File: src/rtl/mips_pkg.sv
// Shared fetch-path types and constants: instruction width, jump opcodes and
// the {pc, instr} entry handed from fetch to decode.
package mips_pkg;

  localparam int INSTR_W = 32;
  localparam logic [5:0] OP_J   = 6'h02;
  localparam logic [5:0] OP_JAL = 6'h03;

  typedef struct packed {
    logic [31:0]        pc;
    logic [INSTR_W-1:0] instr;
  } fetch_entry_t;

  function automatic logic is_jump(input logic [INSTR_W-1:0] instr);
    return (instr[31:26] == OP_J) || (instr[31:26] == OP_JAL);
  endfunction

  // Absolute J/JAL target: upper nibble comes from the delay-slot PC.
  function automatic logic [31:0] jump_target(input logic [31:0] pc,
                                              input logic [INSTR_W-1:0] instr);
    logic [31:0] pc_plus4;
    pc_plus4 = pc + 32'd4;
    return {pc_plus4[31:28], instr[25:0], 2'b00};
  endfunction

endpackage

File: src/rtl/fetch_fifo.sv
// Small flop-based FIFO with synchronous clear and occupancy count; the head
// entry is readable combinationally so it can be consumed in the same cycle.
module fetch_fifo #(
  parameter int WIDTH = 64,
  parameter int DEPTH = 2
) (
  input  logic                       clk,
  input  logic                       rst_n,
  input  logic                       clr,
  input  logic                       push,
  input  logic [WIDTH-1:0]           push_data,
  input  logic                       pop,
  output logic [WIDTH-1:0]           head_data,
  output logic [$clog2(DEPTH+1)-1:0] count,
  output logic                       empty
);

  localparam int CNT_W = $clog2(DEPTH + 1);
  localparam int PTR_W = (DEPTH > 1) ? $clog2(DEPTH) : 1;

  logic [WIDTH-1:0] mem_rd [DEPTH];
  logic [PTR_W-1:0] rd_ptr_reg;
  logic [PTR_W-1:0] wr_ptr_reg;
  logic [CNT_W-1:0] count_reg;
  logic             full;
  logic             do_push;
  logic             do_pop;

  function automatic logic [PTR_W-1:0] ptr_inc(input logic [PTR_W-1:0] p);
    return (p == PTR_W'(DEPTH - 1)) ? '0 : p + 1'b1;
  endfunction

  assign empty     = (count_reg == '0);
  assign full      = (count_reg == CNT_W'(DEPTH));
  assign do_pop    = pop && !empty;
  // A push into a full FIFO is legal only when the head leaves in the same cycle.
  assign do_push   = push && (!full || do_pop);
  assign count     = count_reg;
  assign head_data = mem_rd[rd_ptr_reg];

  for (genvar gi = 0; gi < DEPTH; gi++) begin : g_entry
    logic [WIDTH-1:0] data_reg;

    always_ff @(posedge clk or negedge rst_n) begin
      if (!rst_n) begin
        data_reg <= '0;
      end else if (do_push && !clr && (wr_ptr_reg == PTR_W'(gi))) begin
        data_reg <= push_data;
      end
    end

    assign mem_rd[gi] = data_reg;
  end

  always_ff @(posedge clk or negedge rst_n) begin
    if (!rst_n) begin
      rd_ptr_reg <= '0;
      wr_ptr_reg <= '0;
      count_reg  <= '0;
    end else if (clr) begin
      rd_ptr_reg <= '0;
      wr_ptr_reg <= '0;
      count_reg  <= '0;
    end else begin
      if (do_push) wr_ptr_reg <= ptr_inc(wr_ptr_reg);
      if (do_pop)  rd_ptr_reg <= ptr_inc(rd_ptr_reg);
      count_reg <= count_reg + CNT_W'(do_push) - CNT_W'(do_pop);
    end
  end

endmodule

File: src/rtl/instruction_fetch_stage.sv
// PC generation, in-order IMEM fetch and a small fetch buffer feeding decode.
// Define JUMP_PREDECODE_EN to redirect fetch early on J/JAL words as they return.
module instruction_fetch_stage
  import mips_pkg::*;
#(
  parameter logic [31:0] RESET_PC   = 32'h0000_0000,
  parameter int          FIFO_DEPTH = 2
) (
  input  logic               clk,
  input  logic               rst_n,
  output logic               imem_req_valid,
  input  logic               imem_req_ready,
  output logic [31:0]        imem_req_addr,
  input  logic               imem_rsp_valid,
  input  logic [INSTR_W-1:0] imem_rsp_data,
  input  logic               redirect_valid,
  input  logic [31:0]        redirect_pc,
  output logic               if_valid,
  input  logic               if_ready,
  output logic [INSTR_W-1:0] if_instr,
  output logic [31:0]        if_pc
);

  localparam int CNT_W = $clog2(FIFO_DEPTH + 1);
  localparam int SUM_W = CNT_W + 1;

  logic               started_reg;
  logic [31:0]        pc_reg;
  logic [CNT_W-1:0]   drop_cnt_reg;

  fetch_entry_t       push_entry;
  fetch_entry_t       head_entry;
  logic [CNT_W-1:0]   fifo_count;
  logic               fifo_empty;
  logic [31:0]        tag_head;
  logic [CNT_W-1:0]   tag_count;
  logic               tag_empty;

  logic               req_fire;
  logic               pop_fire;
  logic               rsp_keep;
  logic               jump_hit;
  logic [31:0]        jump_pc;
  logic [SUM_W-1:0]   credit_used;
  logic [SUM_W-1:0]   inflight_after;

  // Requests in flight are the tagged ones plus those already marked for dropping.
  assign credit_used    = SUM_W'(drop_cnt_reg) + SUM_W'(tag_count) + SUM_W'(fifo_count)
                        - SUM_W'(pop_fire);
  assign inflight_after = SUM_W'(drop_cnt_reg) + SUM_W'(tag_count) - SUM_W'(imem_rsp_valid);

  assign pop_fire = if_valid && if_ready;
  assign rsp_keep = imem_rsp_valid && (drop_cnt_reg == '0) && !tag_empty && !redirect_valid;

`ifdef JUMP_PREDECODE_EN
  assign jump_hit = rsp_keep && is_jump(imem_rsp_data);
  assign jump_pc  = jump_target(tag_head, imem_rsp_data);
`else
  assign jump_hit = 1'b0;
  assign jump_pc  = '0;
`endif

  assign imem_req_valid = started_reg && !redirect_valid && !jump_hit
                       && (credit_used < SUM_W'(FIFO_DEPTH));
  assign imem_req_addr  = pc_reg;
  assign req_fire       = imem_req_valid && imem_req_ready;

  assign push_entry = '{pc: tag_head, instr: imem_rsp_data};
  assign if_valid   = !fifo_empty;
  assign if_pc      = head_entry.pc;
  assign if_instr   = head_entry.instr;

  fetch_fifo #(
    .WIDTH ($bits(fetch_entry_t)),
    .DEPTH (FIFO_DEPTH)
  ) u_entry_fifo (
    .clk       (clk),
    .rst_n     (rst_n),
    .clr       (redirect_valid),
    .push      (rsp_keep),
    .push_data (push_entry),
    .pop       (pop_fire),
    .head_data (head_entry),
    .count     (fifo_count),
    .empty     (fifo_empty)
  );

  // The jump word itself is kept; only younger in-flight requests are discarded.
  fetch_fifo #(
    .WIDTH (32),
    .DEPTH (FIFO_DEPTH)
  ) u_tag_fifo (
    .clk       (clk),
    .rst_n     (rst_n),
    .clr       (redirect_valid || jump_hit),
    .push      (req_fire),
    .push_data (pc_reg),
    .pop       (rsp_keep),
    .head_data (tag_head),
    .count     (tag_count),
    .empty     (tag_empty)
  );

  always_ff @(posedge clk or negedge rst_n) begin
    if (!rst_n) begin
      started_reg  <= 1'b0;
      pc_reg       <= RESET_PC;
      drop_cnt_reg <= '0;
    end else begin
      started_reg <= 1'b1;
      if (redirect_valid) begin
        pc_reg       <= {redirect_pc[31:2], 2'b00};
        drop_cnt_reg <= CNT_W'(inflight_after);
      end else if (jump_hit) begin
        pc_reg       <= jump_pc;
        drop_cnt_reg <= CNT_W'(inflight_after);
      end else begin
        if (req_fire) pc_reg <= pc_reg + 32'd4;
        if (imem_rsp_valid && (drop_cnt_reg != '0)) drop_cnt_reg <= drop_cnt_reg - 1'b1;
      end
    end
  end

endmodule

File: config.mk
export PLATFORM = sky130hd
export DESIGN_NAME = instruction_fetch_stage
export DESIGN_NICKNAME = d
export VERILOG_FILES = /design/src/rtl/mips_pkg.sv /design/src/rtl/fetch_fifo.sv /design/src/rtl/instruction_fetch_stage.sv
export SDC_FILE = /design/constraint.sdc
export NUM_CORES = 1
export LEC_CHECK = 0
export CAP_MARGIN = 20
export CORE_UTILIZATION = 33
export DETAILED_ROUTE_END_ITERATION = 10
export GPL_TIMING_DRIVEN = 1
export PLACE_DENSITY_LB_ADDON = 0.15
export SETUP_SLACK_MARGIN = 0.5
export SLEW_MARGIN = 20
export SYNTH_ARGS = -nofsm -noshare
export SYNTH_HDL_FRONTEND = slang
export SYNTH_SLANG_ARGS = --single-unit
File: constraint.sdc
create_clock -name clk -period 4 [get_ports clk]
set_input_delay 0.6 -clock clk [delete_from_list [all_inputs] [get_ports clk]]
set_output_delay 0.6 -clock clk [all_outputs]
set_load 0.005 [all_outputs]
==> run_results.csv <==
group,metric,value,unit
worst_setup_path,crit_slowest_cell,"fa_2",
layout,drive_gt1_share,28.83,%
grt,grt_first_pass_wirelength,40.14,mm
floorplan,coreArea,0.03075,mm^2
layout,layout.nets,1103,
worst_setup_path,worst-path-buf-inv,3,
worst_setup_path,crit_chain,"ha_2 -> inv_2 -> fa_2 -> ha_4 -> fa_2 -> xor3_2 -> or4_4 -> buf_6 -> nor2_4 -> nand3_4 -> buf_12 -> mux2_4",
cts,cts_tree,"yes",
route,wire_per_inst,18.04,um
pwr,pwr-share-comb,32.3,%
route,dr.pass1.iters,8,
status,status,"finished, violations left",
route,routed_wl,25.97,mm
yosys,syn_area_per_cell,12.38,um^2
placed_design,io_buffers,161,
cts,ctsHoldBuffers,0,
timing,clock.fmax,279.4,MHz
worst_setup_path,path_class,"register to register",
yosys,yosysMostFrequentCell,"dfrtp_1",
pwr,vdd_drop_max,312.1,uV
route,drc,24,
placed_design,gp_congestion,0.7320,
timing,fin_crit,3579,ps
timing,holdWs,161.1,ps
floorplan,die_y,179.1,um
yosys,synth_top_area_cell,"dfrtp_1",
floorplan,rows,64,
placed_design,preCtsSetupSlack,198.4,ps
worst_setup_path,rr_startpoint,"u_tag_fifo.count[0]$_DFF_PN0_",
worst_setup_path,cp_max_fo,11,
layout,n_fill_cell,2860,
yosys,synth_seq_cells,225,
grt,antenna_found_initial,0,
placed_design,dp_cells,1371,
timing,final.setup.worst_slack,420.7,ps
worst_setup_path,critPathArrivalTime,3980,ps
timing,tns,0,ps
cts,cts_root_buf,"clkbuf_16",
worst_setup_path,end_kind,"register",
hold_path,hold_path.class,"primary input to async pin",
layout,insertedDiodeCount,0,
cts,path_clk_slew,60,ps
worst_setup_path,cp_top_family,"adder cells",
yosys,synth_top_area_share,54.39,%
pwr,p_switching,2.401,mW
pwr,leakage,6.312,nW
floorplan,die_w,179.1,um
status,violations,"DRC",
route,drtIter0Drc,293,
timing,slew_headroom,29.68,%
pwr,seqPwrFrac,36.9,%
yosys,synthFlopType,"dfrtp_1",
layout,design_area,0.01390,mm^2
yosys,ys_top_cells_by_count,"225 x dfrtp_1, 156 x mux2_2, 75 x nor2_1, 62 x a21oi_1, 39 x nand2_1",
layout,utilization,45.20,%
grt,grtUsageTotal,16.00,%
cts,insertion_delay,530,ps
layout,finalNonFillerCells,1440,
timing,slew_violations,0,
layout,multiInputGateArea,0.004574,mm^2
worst_setup_path,cp-startpoint,"u_tag_fifo.count[0]$_DFF_PN0_",
layout,regArea,0.005633,mm^2
worst_setup_path,r2r-end,"u_tag_fifo.g_entry[1].data_reg[10]$_DFFE_PN0P_",
yosys,synth_edf_count,0,
pwr,power,8.752,mW
route,via_count,6985,
grt,grt_max_degree,132,
timing,post-route-period-util,89.48,%
yosys,synth-seq-area-share,54.39,%
floorplan,num_io_pins,168,
timing,grt_setup_unrepaired,"true",
worst_setup_path,cp_data_required_time,4400,ps
cts,cts_inserted_buffers,28,
worst_setup_path,r2r_slack,420,ps
yosys,synth.distinct_cells,51,
route,ant_nets,0,
floorplan,initial_utilization,33.67,%
grt,grt-ovfl-total,0,
worst_setup_path,crit_top_cell,"fa_2",
cts,htreeDepth,1,
yosys,async_flop_share,100.0,%
timing,hold_viol_final,0,
yosys,synth.area.top_cells,"dfrtp_1 54%, mux2_2 17%, mux2_4 4.4%, a21oi_1 3.0%, mux2i_1 3.0%",
yosys,synth_warnings,0,
pwr,cellPowerDensity,629.7,mW/mm^2
pwr,clockPowerShare,30.8,%
timing,tightest_slew,1055,ps
layout,syn_to_final_growth,34.25,%
pwr,switching_share,27.44,%
floorplan,die_area,0.03208,mm^2
timing,finalSetupViolCount,0,
run,maxCapViolations,0,
cts,cts.path.max_buffers,3,
placed_design,dp_hpwl,16.32,mm
grt,grt_pass1_vias,7255,
placed_design,place_area,0.01251,mm^2
pwr,p_int,6.350,mW
timing,worst_clock_skew,14.84,ps
worst_setup_path,cp-start-kind,"register",
cts,cts_sinks,225,
worst_setup_path,slowest_delay,560,ps
yosys,syn_area,0.01035,mm^2
layout,largest_reg_flops,124,
yosys,postSynthCellCount,836,
worst_setup_path,ff2ff_path_depth,12,
route,avgViaCountPerCell,4.851,
[cell families after synthesis]
logic type	share of synthesized area, %
compound gates	5.560
xor+xnor	2.611
fa+ha+maj	1.475
buf+inv	2.985
flops	54.39
mux	24.43
other cells	0.07254
simple gates	8.485
[layer usage]
metal | track usage [%] | vias to the layer above | wire length, um | share of wire, %
met5 | 0 | - | 0 | 0
met4 | 4.132 | 0 | 479 | 1.8
met3 | 2.608 | 32 | 1357 | 5.2
met2 | 25.45 | 155 | 11790 | 45
met1 | 22.50 | 3489 | 12350 | 48
li1 | - | 3309 | - | -
[worst max-delay path by stage]
stage               depth (start not counted)                                             end
floorplan                                  11  u_tag_fifo.g_entry[0].data_reg[12]$_DFFE_PN0P_
global placement                           11   u_tag_fifo.g_entry[0].data_reg[8]$_DFFE_PN0P_
detailed placement                         11   u_tag_fifo.g_entry[0].data_reg[4]$_DFFE_PN0P_
CTS                                         9                                  imem_req_valid
global route                                9                                  imem_req_valid
finish                                     12  u_tag_fifo.g_entry[1].data_reg[10]$_DFFE_PN0P_
[worst register-to-register path: cells and delay by family, from the launching register on]
kind | cells | cell delay [ps]
flops | 1 | 370
fa+ha+maj | 4 | 1320
simple gates | 3 | 810
xor+xnor | 1 | 250
mux | 1 | 310
buf+inv | 3 | 390
[layout make-up]
cell class	count	share of cell area, %
repair buffers	204	15.30
inverters	16	0.4321
clock inverters	11	1.143
clock buffers	41	6.122
multi-input cells	547	32.91
well taps	396	3.565
flip-flops and latches	225	40.53
[cells in the final DEF, fill, tap and decap left out, types with 3 or more instances in the layout]
cell and n:
a21oi_1 62, and3_1 3, buf_12 5, buf_4 25, buf_6 5, buf_8 4, bufinv_16 4, clkbuf_1 4
clkbuf_16 32, clkbuf_8 8, clkdlybuf4s50_1 158, clkinv_2 6, conb_1 5, dfrtp_1 223, ha_1 7, inv_1 15
mux2_2 127, mux2_4 60, mux2i_1 31, nand2_1 39, nand3_1 24, nand4_1 6, nor2_1 75, nor2b_1 5
nor3_1 6, nor4_2 4, o211ai_1 5, o21ai_0 23, o311ai_0 3, xnor2_1 7, xor2_1 21
[power groups by stage]
stage | registers [mW] | clock network (mW) | logic [mW]
after global routing | 3.30 | 2.87 | 3.10
after detailed placement | 3.26 | 0 | 2.63
after floorplan | 3.11 | 0 | 1.47
final | 3.23 | 2.70 | 2.83
after global placement | 3.24 | 0 | 2.61
after CTS | 3.22 | 2.79 | 2.76
[what timing repair did]
action / 4_1_cts / 5_1_grt
pin swaps: 1 / 0
cloned: 2 / 4
endpoints found under the setup margin: 61 / 67
buffers inserted: 8 / 3
gates resized for setup: 23 / 28
Power figures use the tool's default switching activity.
